[src/rtl/vec_mem_stage.sv]
// Vector memory stage: VST serializes 16 lanes to word memory, VLD gathers 16 words into one vector.
// All outputs are registered, so each memory request appears one cycle after the FSM cycle that issued it.
module vec_mem_stage #(
    parameter int         LANES  = 16,
    parameter int         LANE_W = 16,
    parameter int         ADDR_W = 16,
    parameter logic [3:0] OP_VLD = 4'b0100,
    parameter logic [3:0] OP_VST = 4'b0101
) (
    input  logic                     clk,
    input  logic                     rst,
    input  logic                     start,
    input  logic [3:0]               opcode,
    input  logic [ADDR_W-1:0]        base_addr,
    input  logic [LANES*LANE_W-1:0]  vec_in,
    output logic                     busy,
    output logic                     done,
    output logic [LANES*LANE_W-1:0]  vec_out,
    output logic [ADDR_W-1:0]        mem_addr,
    output logic [LANE_W-1:0]        mem_wdata,
    output logic                     mem_we,
    output logic                     mem_re,
    input  logic [LANE_W-1:0]        mem_rdata
);

    localparam int             VEC_W = LANES * LANE_W;
    localparam int             K_W   = $clog2(LANES);
    localparam logic [K_W-1:0] LAST  = K_W'(LANES - 1);

    typedef enum logic [2:0] {
        IDLE      = 3'd0,
        STORE     = 3'd1,
        LOAD      = 3'd2,
        LOAD_TAIL = 3'd3,
        DONE      = 3'd4
    } state_t;

    // Handshake: start/opcode are taken only on an edge where the FSM is IDLE; there is
    // no back-pressure, so a start seen in any other state is simply dropped.
    state_t              state, state_n;
    logic [K_W-1:0]      k, k_n;
    logic                accept;
    logic [ADDR_W-1:0]   base_q;
    logic [VEC_W-1:0]    vec_q;
    logic                is_load;
    logic [VEC_W-1:0]    gather, gather_n;
    logic [K_W-1:0]      re_lane, cap_lane;
    logic                cap_valid;

    logic                busy_n, done_n, we_n, re_n;
    logic [ADDR_W-1:0]   addr_n;
    logic [LANE_W-1:0]   wdata_n;
    logic [VEC_W-1:0]    vec_out_n;

    always_ff @(posedge clk or posedge rst) begin
        if (rst) begin
            state <= IDLE;
            k     <= '0;
        end else begin
            state <= state_n;
            k     <= k_n;
        end
    end

    // Read data lands one cycle after the registered mem_re, tagged with the lane that issued it.
    always_comb begin
        gather_n = gather;
        if (cap_valid) begin
            gather_n[cap_lane*LANE_W +: LANE_W] = mem_rdata;
        end
    end

    always_comb begin
        state_n   = state;
        k_n       = k;
        accept    = 1'b0;
        busy_n    = 1'b0;
        done_n    = 1'b0;
        we_n      = 1'b0;
        re_n      = 1'b0;
        addr_n    = mem_addr;
        wdata_n   = mem_wdata;
        vec_out_n = vec_out;
        case (state)
            IDLE: begin
                if (start && opcode == OP_VST) begin
                    accept  = 1'b1;
                    k_n     = '0;
                    state_n = STORE;
                end else if (start && opcode == OP_VLD) begin
                    accept  = 1'b1;
                    k_n     = '0;
                    state_n = LOAD;
                end
            end
            STORE: begin
                busy_n  = 1'b1;
                we_n    = 1'b1;
                addr_n  = base_q + ADDR_W'(k);
                wdata_n = vec_q[k*LANE_W +: LANE_W];
                k_n     = k + K_W'(1);
                if (k == LAST) state_n = DONE;
            end
            LOAD: begin
                busy_n = 1'b1;
                re_n   = 1'b1;
                addr_n = base_q + ADDR_W'(k);
                k_n    = k + K_W'(1);
                if (k == LAST) state_n = LOAD_TAIL;
            end
            LOAD_TAIL: begin
                busy_n  = 1'b1;
                state_n = DONE;
            end
            DONE: begin
                done_n = 1'b1;
                // The last lane is still in flight here, so publish the merged gather.
                if (is_load) vec_out_n = gather_n;
                state_n = IDLE;
            end
            default: state_n = IDLE;
        endcase
    end

    always_ff @(posedge clk or posedge rst) begin
        if (rst) begin
            base_q    <= '0;
            vec_q     <= '0;
            is_load   <= 1'b0;
            gather    <= '0;
            re_lane   <= '0;
            cap_lane  <= '0;
            cap_valid <= 1'b0;
            busy      <= 1'b0;
            done      <= 1'b0;
            mem_we    <= 1'b0;
            mem_re    <= 1'b0;
            mem_addr  <= '0;
            mem_wdata <= '0;
            vec_out   <= '0;
        end else begin
            if (accept) begin
                base_q  <= base_addr;
                is_load <= (opcode == OP_VLD);
                if (opcode == OP_VST) vec_q <= vec_in;
            end
            gather    <= gather_n;
            re_lane   <= k;
            cap_lane  <= re_lane;
            cap_valid <= mem_re;
            busy      <= busy_n;
            done      <= done_n;
            mem_we    <= we_n;
            mem_re    <= re_n;
            mem_addr  <= addr_n;
            mem_wdata <= wdata_n;
            vec_out   <= vec_out_n;
        end
    end

endmodule
[config.mk]
export PLATFORM = sky130hd
export DESIGN_NAME = vec_mem_stage
export DESIGN_NICKNAME = d
export VERILOG_FILES = /design/src/rtl/vec_mem_stage.sv
export SDC_FILE = /design/constraint.sdc
export NUM_CORES = 2
export LEC_CHECK = 0
export BUFFER_PORTS_ARGS = -buffer_cell sky130_fd_sc_hd__buf_2
export CAP_MARGIN = 10
export CORE_UTILIZATION = 28
export DETAILED_ROUTE_END_ITERATION = 6
export GPL_TIMING_DRIVEN = 0
export PLACE_DENSITY = 0.56
export SYNTH_ARGS = -nofsm -noshare
export SYNTH_HDL_FRONTEND = slang
export SYNTH_SLANG_ARGS = --single-unit
[constraint.sdc]
create_clock -name clk -period 44.5 [get_ports clk]
set_input_delay 13.35 -clock clk [delete_from_list [all_inputs] [get_ports clk]]
set_output_delay 13.35 -clock clk [all_outputs]
set_load 0.01 [all_outputs]
==> results.yml <==
sta:
  fmax_ghz: 0.0655
  clock_skew_ns: 0.0568
  worstMarginPinSlew_ns: 1.25
  fin_ws_ns: 29.23
  rsz0062_at_grt: "no"
  fin_crit_sh_pct: 34.3
  final_hold_viol_count: 0
  min_period_ns: 15.27
  slew_headroom_pct: 16.7
  setup-violations-final: 0
  drv_slew: 0
clocking:
  clockBufferDepth: 3
  tritoncts: "done"
  cts.sinks: 837
  numCtsBuffers: 94
  postCtsSetupBuffers: 0
  h-tree-depth: 3
  clock-root-buffer: "clkbuf_16"
  cts_hold_buf: 0
  clkLatencyLatePin_ns: 0.69
  clkSlewWorstSetupHoldPaths_ns: 0.06
  cts_resized: 0
setup_path:
  r2r-start: "state[1]$_DFFE_PP0P_"
  worst-path-buf-inv: 3
  path_class: "input port to flip-flop"
  critPathMaxStageDelay_ns: 0.56
  critPathRequiredTime_ns: 45.02
  path_max_fanout: 10
  crit_chain: "buf_2, nand2_1, nor3_1, nand3_1, buf_1, buf_2, mux2_2"
  critical_path.most_common_cell: "buf_2"
  rrSetupSlack_ns: 40.85
  arrival_ns: 15.79
  start_kind: "input port"
  critPathTopFamily: "simple AND/OR/NAND/NOR gates"
  crit_slowest_cell: "nor3_1"
  critPathCaptureType: "flip-flop"
  startpoint: "start"
synthesis:
  syn_nets: 3057
  syn_avg_cell_area_sq_um: 12.4
  synth_warnings: 0
  ys_ff_latch: 837
  syn_area_sq_um: 34100
  synth_cells: 2754
  synth_cell_types: 56
  async_flop_share_pct: 100
  yosysSeqAreaShare_pct: 61.4
  ys.flop_type: "dfrtp_1"
  synth-edff-count: 0
floorplanning:
  io-pin-count: 587
  die_w_microns: 351
  die-area_sq_um: 123000
  fp-row-count: 127
  start_util_pct: 28.3
  fp.dieH_microns: 351
  core_sq_um: 120000
place:
  place.gp.congestion: 0.865
  dpl.hpwl_mm: 91.2
  dp_slack_ns: 28.57
  postPlaceCellArea_sq_um: 39300
  numPortBuffers: 586
min_path:
  hp-class: "flip-flop to flip-flop"
  hp-start: "re_lane[0]$_DFF_PP0_"
drt:
  wl_per_cell_microns: 23.3
  ant_nets: 0
  via_per_inst: 4.72
  vias: 24200
  dr.pass1.iters: 7
  drt_iter0_markers: 1598
  drcViolationCount: 0
  drt-total-wl_mm: 120
global_route:
  grt_max_degree: 128
  gr-usage-all-layers_pct: 19.2
  globalRouteOverflowTotal: 0
  grt_pass1_vias: 24600
  grt_antenna_before_repair: 27
  grt_pass1_wl_mm: 172
layout:
  drive_gt1_share_pct: 35.3
  post-route-util_pct: 35.4
  final_common_cell: "dfrtp_1"
  fin_area_sq_um: 42600
  mostFrequentLayoutCells: "dfrtp_1, buf_2, mux2_2"
  nets: 3747
  n_fill_cell: 12100
  areaGrowthSynthToFinish_pct: 24.9
pwr:
  ir_drop_uv: 36.7
  leakage_nw: 20.8
  power_density_nw_per_um2: 63.3
outcome:
  outcome: "finished, final reports clean"
run:
  drv_cap: 0
[report_power, final]
group	internal, mW	switching, mW
clock network	0.492	0.331
registers	0.966	0.120
logic	0.320	0.466
total	1.78	0.917
[flip-flops by register name, indices dropped and copies added, names as in the netlist, 16 cells and up]
name,count
base_q,16
gather,256
mem_addr,16
mem_wdata,16
vec_out,256
vec_q,256
[cells by family (layout without fill, tap and decap cells)]
family                     count (synthesis)  in the layout  share of synthesized area, %
and+or+nand+nor                          785            785                          10.0
buffers and inverters                    272           1036                          3.26
AOI/OAI and AO/OA                        309            309                          5.48
DFF                                      837            837                          61.4
xor gates and xnor gates                  15             15                         0.385
other                                      0              8                             0
adders and majority gates                  8              8                         0.316
muxes                                    528            528                          19.1
[worst paths after layout]
| kind | to | cells after the start |
|---|---|---|
| worst max-delay path | vec_q[25]$_DFFE_PP0P_ | 7 |
| worst min-delay path | cap_lane[0]$_DFF_PP0_ | 0 |
| worst max register to register | vec_out[100]$_DFFE_PP0P_ | 7 |
| worst min register to register | cap_lane[0]$_DFF_PP0_ | 0 |
| max in group asynchronous | vec_out[241]$_DFFE_PP0P_ | 5 |
| min in group asynchronous | vec_q[182]$_DFFE_PP0P_ | 2 |
[Yosys cell counts, drive strengths merged, types with 7 or more instances]
library cell | instances | share of area, %
mux4 | 62 | 4.1
buf | 66 | 0.99
ha | 7 | 0.26
mux2i | 98 | 2.9
clkbuf | 98 | 1.1
o21ai | 48 | 0.70
nor3 | 8 | 0.18
nand3 | 87 | 1.3
and2 | 36 | 0.66
a31oi | 85 | 1.6
nor2 | 227 | 2.5
inv | 107 | 1.2
dfrtp | 837 | 61
nand4 | 8 | 0.15
mux2 | 368 | 12
o31ai | 31 | 0.68
and3 | 19 | 0.35
a21oi | 100 | 1.5
nor2b | 22 | 0.40
a22oi | 14 | 0.31
nand2 | 359 | 4.0
o211ai | 12 | 0.26
xor2 | 10 | 0.26
[per-stage QoR]
stage / hold slack (ns) / power, mW / TNS [ns] / cells
2_1_floorplan: 0.331 / 1.54 / 0 / 2754
3_3_place_gp: 0.445 / 1.88 / -1985.57 / 4952
3_5_place_dp: 0.451 / 1.89 / 0 / 4959
4_1_cts: 0.462 / 2.72 / 0 / 5129
5_1_grt: 0.478 / 2.83 / 0 / 5132
6_report: 0.456 / 2.70 / 0 / 5138
[cell type report]
| class | instances | area, sq um | share of cell area (%) |
|---|---|---|---|
| Multi-Input combinational cell | 1645 | 12000 | 28.3 |
| Tap cell | 1612 | 2020 | 4.74 |
| Antenna cell | 8 | 20.0 | 0.0470 |
| Clock buffer | 137 | 2780 | 6.52 |
| Sequential cell | 837 | 20900 | 49.2 |
| Buffer | 164 | 707 | 1.66 |
| Inverter | 108 | 413 | 0.970 |
| Timing Repair Buffer | 594 | 3150 | 7.41 |
| Clock inverter | 33 | 500 | 1.18 |
[per-layer routing]
metal | track usage (%) | vias to the layer above | share of wire (%)
li1 | - | 10900 | -
met1 | 24.1 | 12300 | 42
met2 | 31.6 | 797 | 47
met3 | 5.93 | 204 | 8.0
met4 | 6.08 | 34 | 2.9
met5 | 0 | - | 0.18
(Power assumes the default switching activity.)
